`config.mk`:
```
export PLATFORM = sky130hd
export DESIGN_NAME = ppu_reg_bridge
export DESIGN_NICKNAME = d
export VERILOG_FILES = /design/src/rtl/ppu_reg_bridge.sv
export SDC_FILE = /design/constraint.sdc
export NUM_CORES = 1
export LEC_CHECK = 0
export BUFFER_PORTS_ARGS = -buffer_cell sky130_fd_sc_hd__clkbuf_2
export CAP_MARGIN = 20
export CORE_ASPECT_RATIO = 1.5
export CORE_UTILIZATION = 43
export DETAILED_ROUTE_END_ITERATION = 16
export PLACE_DENSITY = 0.75
export SLEW_MARGIN = 30
export SYNTH_ARGS = -nofsm -noshare
export SYNTH_HDL_FRONTEND = slang
export SYNTH_SLANG_ARGS = --single-unit
```
`constraint.sdc`:
```
create_clock -name clk_ppu8 -period 2.2 [get_ports clk_ppu8]
set_clock_uncertainty 0.05 [all_clocks]
set_input_delay 0.44 -clock clk_ppu8 [delete_from_list [all_inputs] [get_ports clk_ppu8]]
set_output_delay 0.44 -clock clk_ppu8 [all_outputs]
set_load 0.005 [all_outputs]
```
`src/rtl/ppu_reg_bridge.sv`:
```
// ppu_reg_bridge
// Bridges CPU bus accesses in $2000-$3FFF (mirrored every 8 bytes) onto the
// PPU register file. Each decoded CPU cycle becomes exactly one single-cycle
// ppu_wr or ppu_rd pulse, issued in the cycle after a clk_ppu strobe seen
// while m2 is high. Read data is returned on cpu_din.
//
// Optional feature: define PPU_BRIDGE_OPENBUS_EN to enable the open-bus latch.
// With it, reads of write-only registers (index 0,1,3,5,6) do not pulse
// ppu_rd and return the latch value instead.

module ppu_reg_bridge #(
    parameter int ADDR_W = 16
) (
    input  logic              clk_ppu8,
    input  logic              rst,
    input  logic              clk_ppu,
    input  logic              m2,
    input  logic              rst_cpu,
    input  logic [ADDR_W-1:0] cpu_addr,
    input  logic              cpu_rw,
    input  logic [7:0]        cpu_dout,
    output logic [7:0]        cpu_din,
    input  logic [7:0]        ppu_rdata,
    output logic [2:0]        ppu_sel,
    output logic              ppu_wr,
    output logic              ppu_rd,
    output logic [7:0]        ppu_wdata,
    output logic              err_miss
);

    typedef enum logic [1:0] {
        IDLE,
        WAIT,
        FIRE,
        HOLD
    } state_t;

    state_t state;
    logic   m2_q;
    logic   lat_rw;
    logic   cs;
    logic   m2_rise;
    logic   addr_unused;

`ifdef PPU_BRIDGE_OPENBUS_EN
    logic [7:0] ob_latch;
    logic       sel_wo;
`endif

    // Address decode and m2 rising-edge detect
    always_comb begin
        cs      = (cpu_addr[ADDR_W-1 -: 3] == 3'b001);
        m2_rise = m2 & ~m2_q;
    end

    // Address bits between the register index and the chip-select field are
    // don't-care because of the 8-byte mirroring.
    assign addr_unused = ^cpu_addr[ADDR_W-4:3];

`ifdef PPU_BRIDGE_OPENBUS_EN
    // Write-only register indices: 0,1,3,5,6
    always_comb begin
        sel_wo = 1'b0;
        case (ppu_sel)
            3'd0, 3'd1, 3'd3, 3'd5, 3'd6: sel_wo = 1'b1;
            default:                      sel_wo = 1'b0;
        endcase
    end
`endif

    // Access sequencer: latch on m2 rise, wait for a PPU strobe, fire once,
    // then hold until m2 drops so the same window cannot fire twice.
    always_ff @(posedge clk_ppu8) begin
        if (rst) begin
            state     <= IDLE;
            m2_q      <= 1'b0;
            lat_rw    <= 1'b0;
            cpu_din   <= '0;
            ppu_sel   <= '0;
            ppu_wdata <= '0;
            ppu_wr    <= 1'b0;
            ppu_rd    <= 1'b0;
            err_miss  <= 1'b0;
`ifdef PPU_BRIDGE_OPENBUS_EN
            ob_latch  <= '0;
`endif
        end else begin
            m2_q <= m2;
            case (state)
                IDLE: begin
                    if (m2_rise && cs && !rst_cpu) begin
                        ppu_sel   <= cpu_addr[2:0];
                        lat_rw    <= cpu_rw;
                        ppu_wdata <= cpu_dout;
                        state     <= WAIT;
                    end
                end

                WAIT: begin
                    if (rst_cpu) begin
                        state <= IDLE;
                    end else if (clk_ppu && m2) begin
                        if (lat_rw) begin
`ifdef PPU_BRIDGE_OPENBUS_EN
                            ppu_rd <= ~sel_wo;
`else
                            ppu_rd <= 1'b1;
`endif
                        end else begin
                            ppu_wr <= 1'b1;
                        end
                        state <= FIRE;
                    end else if (!m2) begin
                        err_miss <= 1'b1;
                        state    <= IDLE;
                    end
                end

                FIRE: begin
                    ppu_wr <= 1'b0;
                    ppu_rd <= 1'b0;
                    if (lat_rw) begin
`ifdef PPU_BRIDGE_OPENBUS_EN
                        if (sel_wo) begin
                            cpu_din <= ob_latch;
                        end else begin
                            cpu_din  <= ppu_rdata;
                            ob_latch <= ppu_rdata;
                        end
`else
                        cpu_din <= ppu_rdata;
`endif
                    end else begin
`ifdef PPU_BRIDGE_OPENBUS_EN
                        ob_latch <= ppu_wdata;
`endif
                    end
                    state <= HOLD;
                end

                HOLD: begin
                    if (!m2) begin
                        state <= IDLE;
                    end
                end

                default: state <= IDLE;
            endcase
        end
    end

endmodule

```
==> results_tabular.tex <==
\begin{tabular}{lr}
\hline
Metric & Value \\
\hline
\multicolumn{2}{l}{\textbf{STA}} \\
Worst slew margin relative to its limit & 0.630 \\
Final Cycle Share & 0.750 \\
Final total negative setup slack & 0 ns \\
Finish-stage setup viols & 0 \\
Minimum clock period & 1.65 ns \\
Final number of hold-violating endpoints & 0 \\
Final-layout worst hold slack & 0.319 ns \\
Setup repair after global routing missed its margin & no \\
Number of pins with negative max-slew slack in the final report & 0 \\
Max Clock Freq & 606 MHz \\
Actual slew at the worst max-slew pin & 0.555 ns \\
\multicolumn{2}{l}{\textbf{Route}} \\
Final wirelength & 2010 um \\
Average vias per placed instance & 5.03 \\
Drt wl/cell & 11.5 um \\
Iter 0 DRT Violations & 4 \\
Remaining antenna violation count & 0 \\
DRC & 0 \\
Vias post-DR & 880 \\
TritonRoute pass-1 iters & 2 \\
\multicolumn{2}{l}{\textbf{GRT}} \\
Overall track demand over capacity in global routing & 0.162 \\
Via count of the first global-routing pass & 859 \\
Total congestion overflow & 0 \\
Maximum number of pins on one net before global-route repair & 39 \\
Antenna violations before repair & 0 \\
First-pass GRT wire length & 3530 um \\
\multicolumn{2}{l}{\textbf{Synthesis}} \\
Dominant combinational cell family by area after synthesis & simple AND/OR/NAND/NOR gates \\
Simple-gate share of the synthesized area & 0.252 \\
Area fraction in compound gates after synthesis & 0.0406 \\
Adder-cell share of the synthesized area & 0 \\
Yosys cell types & 18 \\
Flip-flop and latch count after synthesis & 26 \\
Top cell type by total area after synthesis & dfxtp\_1 \\
Avg Synthesized Cell Area & 10.3 um2 \\
Count of synthesis-stage warnings from yosys & 0 \\
Multiplexer share of the synthesized area & 0.186 \\
Syn\_nets & 143 \\
Xor and xnor area share after synthesis & 0 \\
Cell types occupying the most area after synthesis & dfxtp\_1 48\%, mux2i\_1 19\%, nand2b\_1 15\% \\
Post-Synthesis Cells & 105 \\
Synth Cell Area & 0.00108 mm2 \\
Seq/Total Area, Yosys & 0.483 \\
Synth top area share & 0.483 \\
\multicolumn{2}{l}{\textbf{Place}} \\
Placed wire-length estimate after detailed placement & 1530 um \\
Gpl congestion & 0.702 \\
Count of input and output buffers & 49 \\
\multicolumn{2}{l}{\textbf{Finish}} \\
Layout overhead on the synthesized area & 25.3\% \\
Diode count & 0 \\
Fraction of layout instances using a drive strength above 1 & 0.362 \\
Layout Nets & 192 \\
\multicolumn{2}{l}{\textbf{Power and ir drop}} \\
Peak ir drop on the vdd network & 326 uV \\
Total power of the final layout & 0.000720 W \\
Leakage dissipation & 0.640 nW \\
Pwr Density & 533 mW/mm2 \\
\multicolumn{2}{l}{\textbf{Critical path}} \\
Delay-heaviest family, CP & simple AND/OR/NAND/NOR gates \\
Slowest cell on crit path & or4b\_4 \\
Required time of the critical path & 2.39 ns \\
Startpoint Class & register \\
Critical Setup Path Class & register to register \\
Worst setup EP type & register \\
Arrival time at the worst endpoint & 1.84 ns \\
Worst path cell trace & or4b\_4 > nor4\_4 > buf\_4 > mux2i\_1 \\
Max incr delay on CP & 0.53 ns \\
Worst Path Max Fanout & 12 \\
Number of buffers and inverters on the critical path & 1 \\
\multicolumn{2}{l}{\textbf{Clocking}} \\
Post-CTS sizing & 0 \\
H-Tree Depth & 1 \\
Clock tree from TritonCTS & yes \\
Clock latency at the later pin of the worst-skew pair & 0.30 ns \\
Clock sink count & 26 \\
CTS Root Cell & clkbuf\_4 \\
Clk buf depth & 2 \\
Postcts setup bufs & 0 \\
CTS buffer count & 3 \\
Number of buffers inserted for hold repair after clock tree synthesis & 0 \\
Worst-path clk slew & 0.12 ns \\
\multicolumn{2}{l}{\textbf{Floorplan}} \\
Chip width & 42.9 um \\
Cell Rows & 21 \\
Initial standard-cell utilization of the core & 0.466 \\
Die Footprint & 0.00272 mm2 \\
I/O pins & 60 \\
Die height & 63.3 um \\
Std-Cell Core Area & 0.00231 mm2 \\
\multicolumn{2}{l}{\textbf{Hold path}} \\
Type of the most critical hold path & input pin to register \\
\multicolumn{2}{l}{\textbf{Job}} \\
Reported max-cap violation count & 0 \\
\multicolumn{2}{l}{\textbf{Outcome}} \\
Run status & finished clean \\
\hline
\end{tabular}
## layout by cell type, fill, tap and decap left out
cell	netlist	final
nand3_1	1	1
nand3b_1	1	1
nor2_1	11	11
mux2i_1	20	20
dfxtp_1	26	26
o31a_1	1	1
nand2b_1	26	26
o32ai_1	2	2
a21oi_1	2	2
clkbuf_2	0	49
nor3b_1	2	2
buf_4	0	1
inv_1	3	3
nor4_4	1	1
or4b_4	1	1
a21boi_0	1	1
clkbuf_4	0	3
nor3_1	1	1
## stage by stage
stage	instance area, um2	setup WS, ns	util	std cells
final	1350	0.550	0.584	175
after global placement	1330	0.303	0.575	172
after global routing	1350	0.410	0.584	175
after detailed placement	1330	0.267	0.575	172
after floorplan	1080	0.417	-	105
after CTS	1350	0.531	0.584	175
## cells in the mapped netlist, drive strengths merged
library cell  count
dfxtp            26
nand2b           26
mux2i            20
nor2             11
clkbuf            4
inv               3
a21oi             2
buf               2
nor3b             2
o32ai             2
a21boi            1
nand3             1
nand3b            1
nor3              1
nor4              1
o31a              1
or4b              1
## flip-flops by register name, indices dropped and copies added (netlist names)
register,flops
ppu_rd,1
err_miss,1
ppu_wr,1
m2_q,1
ppu_wdata,8
cpu_din,8
ppu_sel,3
state,2
lat_rw,1
## worst register-to-register path, cell delays in order, from the launching register on
cell and delay [ns]:
dfxtp_1 0.32, or4b_4 0.53, nor4_4 0.20, buf_4 0.27
mux2i_1 0.21
## metal layers
| metal | track usage | wire length (um) | vias up |
|---|---|---|---|
| met4 | 0.0352 | 0 | 0 |
| met5 | 0 | 0 | - |
| li1 | - | - | 446 |
| met1 | 0.188 | 885 | 398 |
| met3 | 0.0229 | 117 | 0 |
| met2 | 0.301 | 1010 | 36 |
## report_power, final
group / total (W) / internal (W) / switching, W
logic: 0.0000584 / 0.0000336 / 0.0000248
clock network: 0.000186 / 0.0000638 / 0.000122
registers: 0.000476 / 0.000474 / 0.00000206
## final timing paths
kind                                   start           end  slack [ns]  depth (start not counted)
worst max-delay path                    m2_q  ppu_wdata[5]        0.55                          4
worst min register to register  ppu_wdata[3]  ppu_wdata[3]        0.44                          2
worst max register to register          m2_q  ppu_wdata[5]        0.55                          4
worst min-delay path            ppu_rdata[3]    cpu_din[3]        0.32                          3
## cell families after synthesis
family	Yosys count
and+or+nand+nor	44
AOI/OAI and AO/OA	6
buffers and inverters	9
muxes	20
DFF	26
## final cells by class
class                      count  area [um2]
timing repair buffer          50         253
fill                         214         961
sequential                    26         520
clock buffer                   3        22.5
inverter                       3        11.3
tap                           23        28.8
multi-input combinational     70         515
Power figures use the tool's default switching activity.
